**config.mk**
```make
export PLATFORM = sky130hd
export DESIGN_NAME = led_blink_arbiter
export DESIGN_NICKNAME = d
export VERILOG_FILES = /design/src/rtl/led_pkg.sv /design/src/rtl/led_tick_gen.sv /design/src/rtl/led_blink_arbiter.sv
export SDC_FILE = /design/constraint.sdc
export NUM_CORES = 1
export LEC_CHECK = 0
export BUFFER_PORTS_ARGS = -buffer_cell sky130_fd_sc_hd__buf_2
export CORE_MARGIN = 1
export CORE_UTILIZATION = 45
export DETAILED_ROUTE_END_ITERATION = 12
export GPL_TIMING_DRIVEN = 0
export HOLD_SLACK_MARGIN = 0.02
export PLACE_DENSITY_LB_ADDON = 0.1
export SYNTH_ARGS = -nofsm -noshare
export SYNTH_HDL_FRONTEND = slang
export SYNTH_SLANG_ARGS = --single-unit
```
**constraint.sdc**
```tcl
create_clock -name clk -period 2.9 [get_ports clk]
set_input_delay 0.29 -clock clk [delete_from_list [all_inputs] [get_ports clk]]
set_output_delay 0.29 -clock clk [all_outputs]
set_load 0.01 [all_outputs]
```
**src/rtl/led_pkg.sv**
```systemverilog
// Shared state encodings and elaboration helpers for the LED blink arbiter.
package led_pkg;

    typedef enum logic [1:0] {
        ST_IDLE = 2'd0,
        ST_ON   = 2'd1,
        ST_OFF  = 2'd2,
        ST_GAP  = 2'd3
    } state_t;

    function automatic int unsigned clog2(input int unsigned v);
        int unsigned r;
        r = 0;
        while ((64'd1 << r) < 64'(v)) r++;
        return r;
    endfunction

endpackage

```
**src/rtl/led_tick_gen.sv**
```systemverilog
// Timebase prescaler: one-cycle tick every DIV clocks, restartable by clr.
module led_tick_gen
    import led_pkg::*;
#(
    parameter int unsigned DIV = 10
) (
    input  logic clk,
    input  logic rst,
    input  logic clr,
    output logic tick
);

    localparam int unsigned CNT_W = (clog2(DIV) == 0) ? 1 : clog2(DIV);
    localparam logic [CNT_W-1:0] TOP = CNT_W'(DIV - 1);

    logic [CNT_W-1:0] cnt;

    always_ff @(posedge clk or posedge rst) begin
        if (rst) begin
            cnt <= '0;
        end else if (clr || cnt == TOP) begin
            cnt <= '0;
        end else begin
            cnt <= cnt + CNT_W'(1);
        end
    end

    assign tick = (cnt == TOP);

endmodule

```
**src/rtl/led_blink_arbiter.sv**
```systemverilog
// Round-robin sharing of one LED among NUM_REQ burst requesters.
module led_blink_arbiter
    import led_pkg::*;
#(
    parameter int unsigned CLK_FREQ  = 50000000,
    parameter int unsigned TICK_HZ   = 1000,
    parameter int unsigned NUM_REQ   = 4,
    parameter int unsigned HP_W      = 10,
    parameter int unsigned GAP_TICKS = 250
) (
    input  logic                    clk,
    input  logic                    rst,
    input  logic [NUM_REQ-1:0]      req,
    input  logic [4*NUM_REQ-1:0]    req_blinks,
    input  logic [HP_W*NUM_REQ-1:0] req_half,
    input  logic                    abort,
    output logic [NUM_REQ-1:0]      gnt,
    output logic [NUM_REQ-1:0]      done,
    output logic                    busy,
    output logic                    led
);

    localparam int unsigned DIV   = CLK_FREQ / TICK_HZ;
    localparam int unsigned IDX_W = clog2(NUM_REQ);
    localparam logic [HP_W-1:0] GAP_M1 = HP_W'(GAP_TICKS - 1);

    if (64'(GAP_TICKS) >= (64'd1 << HP_W) || GAP_TICKS == 0) begin : g_gap_chk
        $error("GAP_TICKS must be in 1 .. 2**HP_W-1");
    end
    if (NUM_REQ < 2 || NUM_REQ > 8) begin : g_req_chk
        $error("NUM_REQ must be in 2 .. 8");
    end
    if (DIV == 0) begin : g_div_chk
        $error("CLK_FREQ must be at least TICK_HZ");
    end

    function automatic logic [IDX_W-1:0] rr_idx(input logic [IDX_W-1:0] p, input int unsigned k);
        int unsigned s;
        s = 32'(p) + k;
        if (s >= NUM_REQ) s = s - NUM_REQ;
        return IDX_W'(s);
    endfunction

    logic [3:0]      bl_arr [NUM_REQ];
    logic [HP_W-1:0] hp_arr [NUM_REQ];

    for (genvar g = 0; g < NUM_REQ; g++) begin : g_unpack
        assign bl_arr[g] = req_blinks[4*g +: 4];
        assign hp_arr[g] = req_half[HP_W*g +: HP_W];
    end

    state_t             state, state_nxt;
    logic [IDX_W-1:0]   ptr, ptr_nxt, win, win_nxt, sel;
    logic [3:0]         rem, rem_nxt;
    logic [HP_W-1:0]    hp_m1, hp_m1_nxt, phase, phase_nxt;
    logic [NUM_REQ-1:0] gnt_nxt, done_nxt;
    logic               busy_nxt, led_nxt, found, clr, tick, phase_end;

    led_tick_gen #(.DIV(DIV)) u_tick (
        .clk  (clk),
        .rst  (rst),
        .clr  (clr),
        .tick (tick)
    );

    // First active request at or after ptr, wrapping.
    always_comb begin
        found = 1'b0;
        sel   = '0;
        for (int k = 0; k < NUM_REQ; k++) begin
            if (!found && req[rr_idx(ptr, k)]) begin
                found = 1'b1;
                sel   = rr_idx(ptr, k);
            end
        end
    end

    always_ff @(posedge clk or posedge rst) begin
        if (rst) begin
            state <= ST_IDLE;
            ptr   <= '0;
            win   <= '0;
            rem   <= '0;
            hp_m1 <= '0;
            phase <= '0;
            gnt   <= '0;
            done  <= '0;
            busy  <= 1'b0;
            led   <= 1'b0;
        end else begin
            state <= state_nxt;
            ptr   <= ptr_nxt;
            win   <= win_nxt;
            rem   <= rem_nxt;
            hp_m1 <= hp_m1_nxt;
            phase <= phase_nxt;
            gnt   <= gnt_nxt;
            done  <= done_nxt;
            busy  <= busy_nxt;
            led   <= led_nxt;
        end
    end

    always_comb begin
        state_nxt = state;
        ptr_nxt   = ptr;
        win_nxt   = win;
        rem_nxt   = rem;
        hp_m1_nxt = hp_m1;
        phase_nxt = phase;
        gnt_nxt   = '0;
        done_nxt  = '0;
        busy_nxt  = busy;
        led_nxt   = led;
        clr       = 1'b0;
        phase_end = tick && (phase == ((state == ST_GAP) ? GAP_M1 : hp_m1));

        if (state == ST_IDLE) begin
            if (found) begin
                // Zero-valued fields behave as 1 blink / 1 tick.
                win_nxt   = sel;
                ptr_nxt   = rr_idx(sel, 1);
                rem_nxt   = (bl_arr[sel] == 4'd0) ? 4'd1 : bl_arr[sel];
                hp_m1_nxt = (hp_arr[sel] == '0) ? '0 : hp_arr[sel] - HP_W'(1);
                phase_nxt = '0;
                gnt_nxt   = NUM_REQ'(1) << sel;
                busy_nxt  = 1'b1;
                led_nxt   = 1'b1;
                clr       = 1'b1;
                state_nxt = ST_ON;
            end
        end else if (abort) begin
            state_nxt = ST_IDLE;
            busy_nxt  = 1'b0;
            led_nxt   = 1'b0;
            phase_nxt = '0;
            rem_nxt   = '0;
        end else if (tick) begin
            if (!phase_end) begin
                phase_nxt = phase + HP_W'(1);
            end else begin
                phase_nxt = '0;
                case (state)
                    ST_ON: begin
                        led_nxt   = 1'b0;
                        state_nxt = ST_OFF;
                    end
                    ST_OFF: begin
                        rem_nxt = rem - 4'd1;
                        if (rem == 4'd1) begin
                            state_nxt = ST_GAP;
                        end else begin
                            led_nxt   = 1'b1;
                            state_nxt = ST_ON;
                        end
                    end
                    ST_GAP: begin
                        done_nxt  = NUM_REQ'(1) << win;
                        busy_nxt  = 1'b0;
                        state_nxt = ST_IDLE;
                    end
                    default: state_nxt = ST_IDLE;
                endcase
            end
        end
    end

endmodule
```
Word level (Yosys, flattened, before mapping)
Cells that the tools add are included.

storage, ports and cells
  register bits = 56
  output and inout bits = 10
  word-level logic and storage cells = 137

operators by class
  $add $sub $neg = 13
  $lt $le $gt $ge = 10
  equality and inequality tests = 8
  shift-type cells = 2
  multiplexer cells = 70
  bitwise gates (word level) = 1
  reductions and logical operators = 22

operators with widths
  cell                     count
  $mux W10                 9
  $mux W4                  16
  $mux W2                  15
  $mux W1                  21
  $bmux W10 S2             1
  $add A16 B1 Y16 const B  1
  $eq A16 B16 Y1 const B   1
  $mux W16                 1
  $ge A3 B3 Y1 const B     5
  $lt A2 B3 Y1 const B     4
  $reduce_bool A3 Y1       4
  $add A10 B1 Y10 const B  1
  $eq A10 B10 Y1           1
  $logic_not A10 Y1        1
  $sub A10 B1 Y10 const B  1
  $sub A2 B1 Y2 const B    5
  $bmux W1 S2              4
  $bmux W4 S2              1
  $reduce_and A4 Y1        2
  $shl A1 B2 Y4 const A    2
  $add A2 B1 Y3 const B    2
  $add A2 B2 Y3 const B    2
  $reduce_and A5 Y1        1
  $eq A2 B2 Y1 const B     2
  17 further kinds         23

Logic depth before layout (Yosys ltp)
  depth in word-level cells = 22
  mapped depth = 13

By module
From an unflattened synthesis, not the netlist that was laid out.

unflattened totals
  cells, all modules = 405
  area, all modules = 3728.6 µm²

modules (own cells, without submodules)
  module             times used  cells each  area an instance (µm²)
  led_blink_arbiter  1           324         2924.1
  led_tick_gen       1           81          804.5

Worst setup path before layout
No wires, ideal clock.

  path kind = flip-flop to flip-flop
  start = register ptr[1]
  end = register hp_m1[0]
  library setup time = 0.121 ns
  data arrival time = 2.398 ns
  path slack = 0.381 ns
  cell stages (with the launch flop) = 13
  path buffers = 0
  path through = dfrtp_1 -> mux2i_1 -> o22ai_2 -> nor2_4 -> clkinv_1 -> mux2i_1 -> mux2_4 -> ha_1 -> inv_1 -> nor2_4 -> nand3_4 -> o21a_1 -> a22o_1

on the way
  cells in the longest elaborated chain, start to end = 20
  elaborated cells on any way between the ends = 45

ends and longest elaborated chain
  what                                                    RTL line                 text
  start: declaration                                      led_blink_arbiter.sv:53  logic [IDX_W-1:0] ptr, ptr_nxt, win, win_nxt, sel;
  start signal: assignment                                led_blink_arbiter.sv:92  ptr <= ptr_nxt;
  branches (longest 20 deep; another with $add A2 B1 Y3)  --
  end signal: assignment                                  led_blink_arbiter.sv:95  hp_m1 <= hp_m1_nxt;
  end: declaration                                        led_blink_arbiter.sv:55  logic [HP_W-1:0] hp_m1, hp_m1_nxt, phase, phase_nxt;

Parallel ways; which one is timed is not known. The select of a mux whose other input is x is not followed.
A chain may end at the register's enable or synchronous reset.

Final worst setup path
  start = register ptr[0]
  end = register hp_m1[8]

on the way
  cells in the longest elaborated chain, start to end = 20
  elaborated cells on any way between the ends = 45

ends and longest elaborated chain
  what                                                         RTL line                  text
  branches (longest 13 deep; another with $add A2 B1 Y3)       --
  $mux W2 (*)                                                  led_blink_arbiter.sv:71   if (!found && req[rr_idx(ptr, k)]) begin
  named net sel[1]                                             led_blink_arbiter.sv:53
  $not A2 Y3 (not written as such) (*)                         led_blink_arbiter.sv:124  hp_m1_nxt = (hp_arr[sel] == '0) ? '0 : hp_arr[sel] - HP_W'(1);
  $bmux W10 S2 (*)                                             led_blink_arbiter.sv:124
  $mux W10 (not written as such) (*) (2 in series)             led_blink_arbiter.sv:124
  $sub A10 B1 Y10 / $logic_not A10 Y1 (equally long branches)  led_blink_arbiter.sv:124
  $mux W10 (*)                                                 led_blink_arbiter.sv:124

Mark *: on every way through the listed nets, which the timed path passes. The select of a mux whose other input is x is not followed.

==> results.json <==
{
  "totalWireLength_mm": 7.930,
  "fin_skew_ps": 8.042,
  "synthAdderAreaFrac": 0.04522,
  "async_flop_share": 1.000,
  "design.die.area_um2": 8355,
  "cell_type_contributing_the_most_total_cell_area_after_synthesis": "sky130_fd_sc_hd__dfrtp_1",
  "criticalPathCategory": "reg2reg",
  "ys_seq_elements": 56,
  "synth_seq_area_share": 0.3896,
  "synth_top_family_by_area": "simple AND/OR/NAND/NOR gates",
  "required_ps": 3100,
  "synth_top_cells_by_area": "sky130_fd_sc_hd__dfrtp_1 (39%), sky130_fd_sc_hd__mux2i_1 (6.4%), sky130_fd_sc_hd__ha_1 (4.5%)",
  "dr.pass1.iters": 4,
  "yosys.area_share.xor_xnor": 0.06330,
  "grt_start_max_net_pins": 39,
  "chipHeight_um": 91.41,
  "fill_cells": 739,
  "final_hold_viol_count": 0,
  "post_synth_num_cell_types": 59,
  "max-vdd-ir-drop_mv": 0.4401,
  "synth_edf_count": 0,
  "worstPathMaxFanout": 11,
  "first_pass_grt_wire_length_mm": 13.88,
  "cell_internal_pwr_mw": 1.954,
  "grt_setup_unrepaired": "no",
  "layout-drive-gt1-share": 0.2479,
  "initial_antenna_violation_count": 0,
  "power-per-cell-area_nw_per_um2": 804.9,
  "sequentialPowerShare": 0.348,
  "die-width_um": 91.41,
  "normalized_max_slew_margin": 0.4515,
  "skew_pair_late_insertion_delay_ps": 320,
  "final_design_area_no_fill_um2": 4257,
  "clkTransAtPathRegs_ps": 100,
  "reg2reg_setup_slack_ps": 250,
  "maxClockFrequency_ghz": 0.3779,
  "synth_compound_gate_area_share": 0.1357,
  "antenna_cells": 0,
  "total_grt_usage": 0.2068,
  "floorplan.rows": 32,
  "syn_area_um2": 3597,
  "clkPwrFrac": 0.136,
  "ctsHtreeMaxLevel": 2,
  "cts.root.buffer_cell": "sky130_fd_sc_hd__clkbuf_8",
  "finalSetupViolations": 0,
  "first_global_vias": 2988,
  "ys.warnings.count": 0,
  "dpl_cell_area_um2": 4105,
  "starting_density_of_the_core": 0.4655,
  "hold_path_class": "in2reg",
  "synthMuxAreaShare": 0.1120,
  "num_vias": 3046,
  "hpwl_mm": 6.206,
  "global_route.overflow_total": 0,
  "power.combinational.fraction": 0.516,
  "cts_tree": "built",
  "synthCells": 385,
  "core_um2": 7727,
  "synthesis.nets": 461,
  "synth_simple_gate_area_frac": 0.2150,
  "min_period_over_period": 0.9124,
  "cp-start-kind": "register",
  "syn_avg_cell_area_um2": 9.343,
  "cp-end-kind": "register",
  "routabilityCongestion": 0.8359,
  "worstPathArrival_ps": 2840,
  "swShare": 0.4298,
  "synth_largest_type_area_fraction": 0.3896,
  "detail_route.iter0.violations": 60,
  "floorplan.io_pins": 73,
  "cts_inserted_buffers": 5,
  "status": "finished, final reports clean",
  "cts.path.max_buffers": 2,
  "worstMarginPinSlew_ps": 812.2,
  "place.detailed.instances": 560,
  "detail_route.drc_violations": 0,
  "flow.area_growth_from_synthesis_pct": 18.33,
  "cts.sinks": 56,
  "viasPerCell": 5.307,
  "synth-main-ff-cell": "sky130_fd_sc_hd__dfrtp_1",
  "io_buffer_count": 72,
  "nNetsFinal": 547,
  "antenna_violating_nets_post_route": 0,
  "power_switching_mw": 1.472,
  "slew_violations": 0,
  "final_cells": 574,
  "max_cap_violations": 0,
  "static-leakage-power_nw": 2.032,
  "period_needed_ps": 2646,
  "wire_per_inst_um": 13.82
}
flip-flops by register name (all words and copies together), names as in the netlist, 4 cells and up:
name	cells
u_tick.cnt	16
hp_m1	10
phase	10
done	4
gnt	4
rem	4
layer usage:
metal,GRT usage,share of wire,vias up
met3,0.03266,0.018,6
li1,-,-,1543
met5,0,0,-
met4,0.05556,0.0095,0
met2,0.3596,0.50,29
met1,0.2654,0.48,1468
Yosys cell counts (4+ instances only):
cell,number
sky130_fd_sc_hd__nand2_1,36
sky130_fd_sc_hd__inv_1,20
sky130_fd_sc_hd__and3_1,9
sky130_fd_sc_hd__o21ai_0,12
sky130_fd_sc_hd__dfrtp_1,56
sky130_fd_sc_hd__a22o_1,7
sky130_fd_sc_hd__and2_1,6
sky130_fd_sc_hd__nor2_1,41
sky130_fd_sc_hd__nand3_1,9
sky130_fd_sc_hd__nand2b_1,4
sky130_fd_sc_hd__clkbuf_1,8
sky130_fd_sc_hd__ha_1,13
sky130_fd_sc_hd__nor3_1,10
sky130_fd_sc_hd__mux2_2,9
sky130_fd_sc_hd__a21oi_1,20
sky130_fd_sc_hd__xnor2_1,10
sky130_fd_sc_hd__xor2_1,16
sky130_fd_sc_hd__nand4_1,9
sky130_fd_sc_hd__mux2i_1,23
sky130_fd_sc_hd__a31oi_1,4
worst max-delay path, cell delays in order (launching register included):
cell	delay [ps]
sky130_fd_sc_hd__dfrtp_1	440
sky130_fd_sc_hd__or2b_1	240
sky130_fd_sc_hd__a21oi_1	240
sky130_fd_sc_hd__nor2_4	80
sky130_fd_sc_hd__buf_6	160
sky130_fd_sc_hd__buf_6	160
sky130_fd_sc_hd__mux2_4	220
sky130_fd_sc_hd__ha_1	160
sky130_fd_sc_hd__inv_1	80
sky130_fd_sc_hd__nor2_4	150
sky130_fd_sc_hd__nand3_4	110
sky130_fd_sc_hd__nor3b_1	210
sky130_fd_sc_hd__o32a_1	220
sky130_fd_sc_hd__o21ai_2	60
power by group through the flow:
stage / Clock (mW) / Combinational, mW / Sequential (mW)
after floorplan: 0 / 1.34 / 1.17
after global routing: 0.510 / 1.99 / 1.22
after detailed placement: 0 / 1.74 / 1.21
after CTS: 0.478 / 1.74 / 1.19
after global placement: 0 / 1.70 / 1.20
final: 0.466 / 1.77 / 1.19
stage by stage:
step	TNS [ps]	utilization	hold WS, ps	total power, mW	setup WS (ps)
finish	0	0.5508	345.5	3.426	253.9
global route	0	0.5508	369.1	3.728	42.56
CTS	0	0.5452	330.3	3.411	62.71
detailed placement	-127.9	0.5313	311.4	2.941	-83.12
global placement	0	0.5287	472.1	2.904	24.78
floorplan	0	-	447.6	2.508	380.7
worst paths after layout:
check	to	start	cells past startpoint
min in group asynchronous	done[0]	rst	3
max in group asynchronous	rem[0]	rst	4
max	hp_m1[8]	ptr[0]	13
max reg2reg	hp_m1[8]	ptr[0]	13
min reg2reg	done[2]	win[0]	1
min	win[0]	req[1]	3
repair_timing:
action | 4_1_cts | 5_1_grt
pin swaps | 0 | 2
hold buffers | 1 | 0
setup buffers | 0 | 5
resized for setup | 1 | 6
hold endpoints to repair | 18 | 0
setup endpoints to repair | 6 | 17
cell type report:
cell class / count / area (µm²) / share of cell area
sequential: 56 / 1401 / 0.3292
multi-input combinational: 296 / 2054 / 0.4827
buffer: 12 / 67.56 / 0.01587
timing repair buffer: 79 / 427.9 / 0.1005
clock buffer: 5 / 68.82 / 0.01617
clock inverter: 3 / 27.53 / 0.006467
tap: 102 / 127.6 / 0.02998
inverter: 21 / 81.33 / 0.01911
placed cells by master (no fill, tap or decap), types with 4 or more instances in the layout:
cell type | Yosys | layout
sky130_fd_sc_hd__xnor2_1 | 10 | 10
sky130_fd_sc_hd__xor2_1 | 16 | 16
sky130_fd_sc_hd__nand2_1 | 36 | 36
sky130_fd_sc_hd__and2_1 | 6 | 6
sky130_fd_sc_hd__dfrtp_1 | 56 | 56
sky130_fd_sc_hd__a22o_1 | 7 | 7
sky130_fd_sc_hd__mux2i_1 | 23 | 23
sky130_fd_sc_hd__nand2b_1 | 4 | 4
sky130_fd_sc_hd__clkbuf_1 | 8 | 6
sky130_fd_sc_hd__and3_1 | 9 | 9
sky130_fd_sc_hd__a21oi_1 | 20 | 20
sky130_fd_sc_hd__mux2_2 | 9 | 9
sky130_fd_sc_hd__clkbuf_8 | 0 | 5
sky130_fd_sc_hd__nor2_1 | 41 | 41
sky130_fd_sc_hd__nand3_1 | 9 | 9
sky130_fd_sc_hd__nor3_1 | 10 | 10
sky130_fd_sc_hd__o21ai_0 | 12 | 12
sky130_fd_sc_hd__buf_2 | 2 | 73
sky130_fd_sc_hd__buf_4 | 0 | 5
sky130_fd_sc_hd__ha_1 | 13 | 13
sky130_fd_sc_hd__a31oi_1 | 4 | 4
sky130_fd_sc_hd__inv_1 | 20 | 19
sky130_fd_sc_hd__nand4_1 | 9 | 9
logic make-up (layout without fill, tap and decap cells):
| family | after synthesis | after routing |
|---|---|---|
| AND/OR/NAND/NOR | 149 | 149 |
| multiplexers | 36 | 36 |
| buffers and inverters | 33 | 120 |
| adder cells (fa/ha/maj) | 13 | 13 |
| XOR/XNOR | 26 | 26 |
| AO/OA/AOI/OAI | 72 | 72 |
| flip-flops | 56 | 56 |
Power figures use the tool's default switching activity.
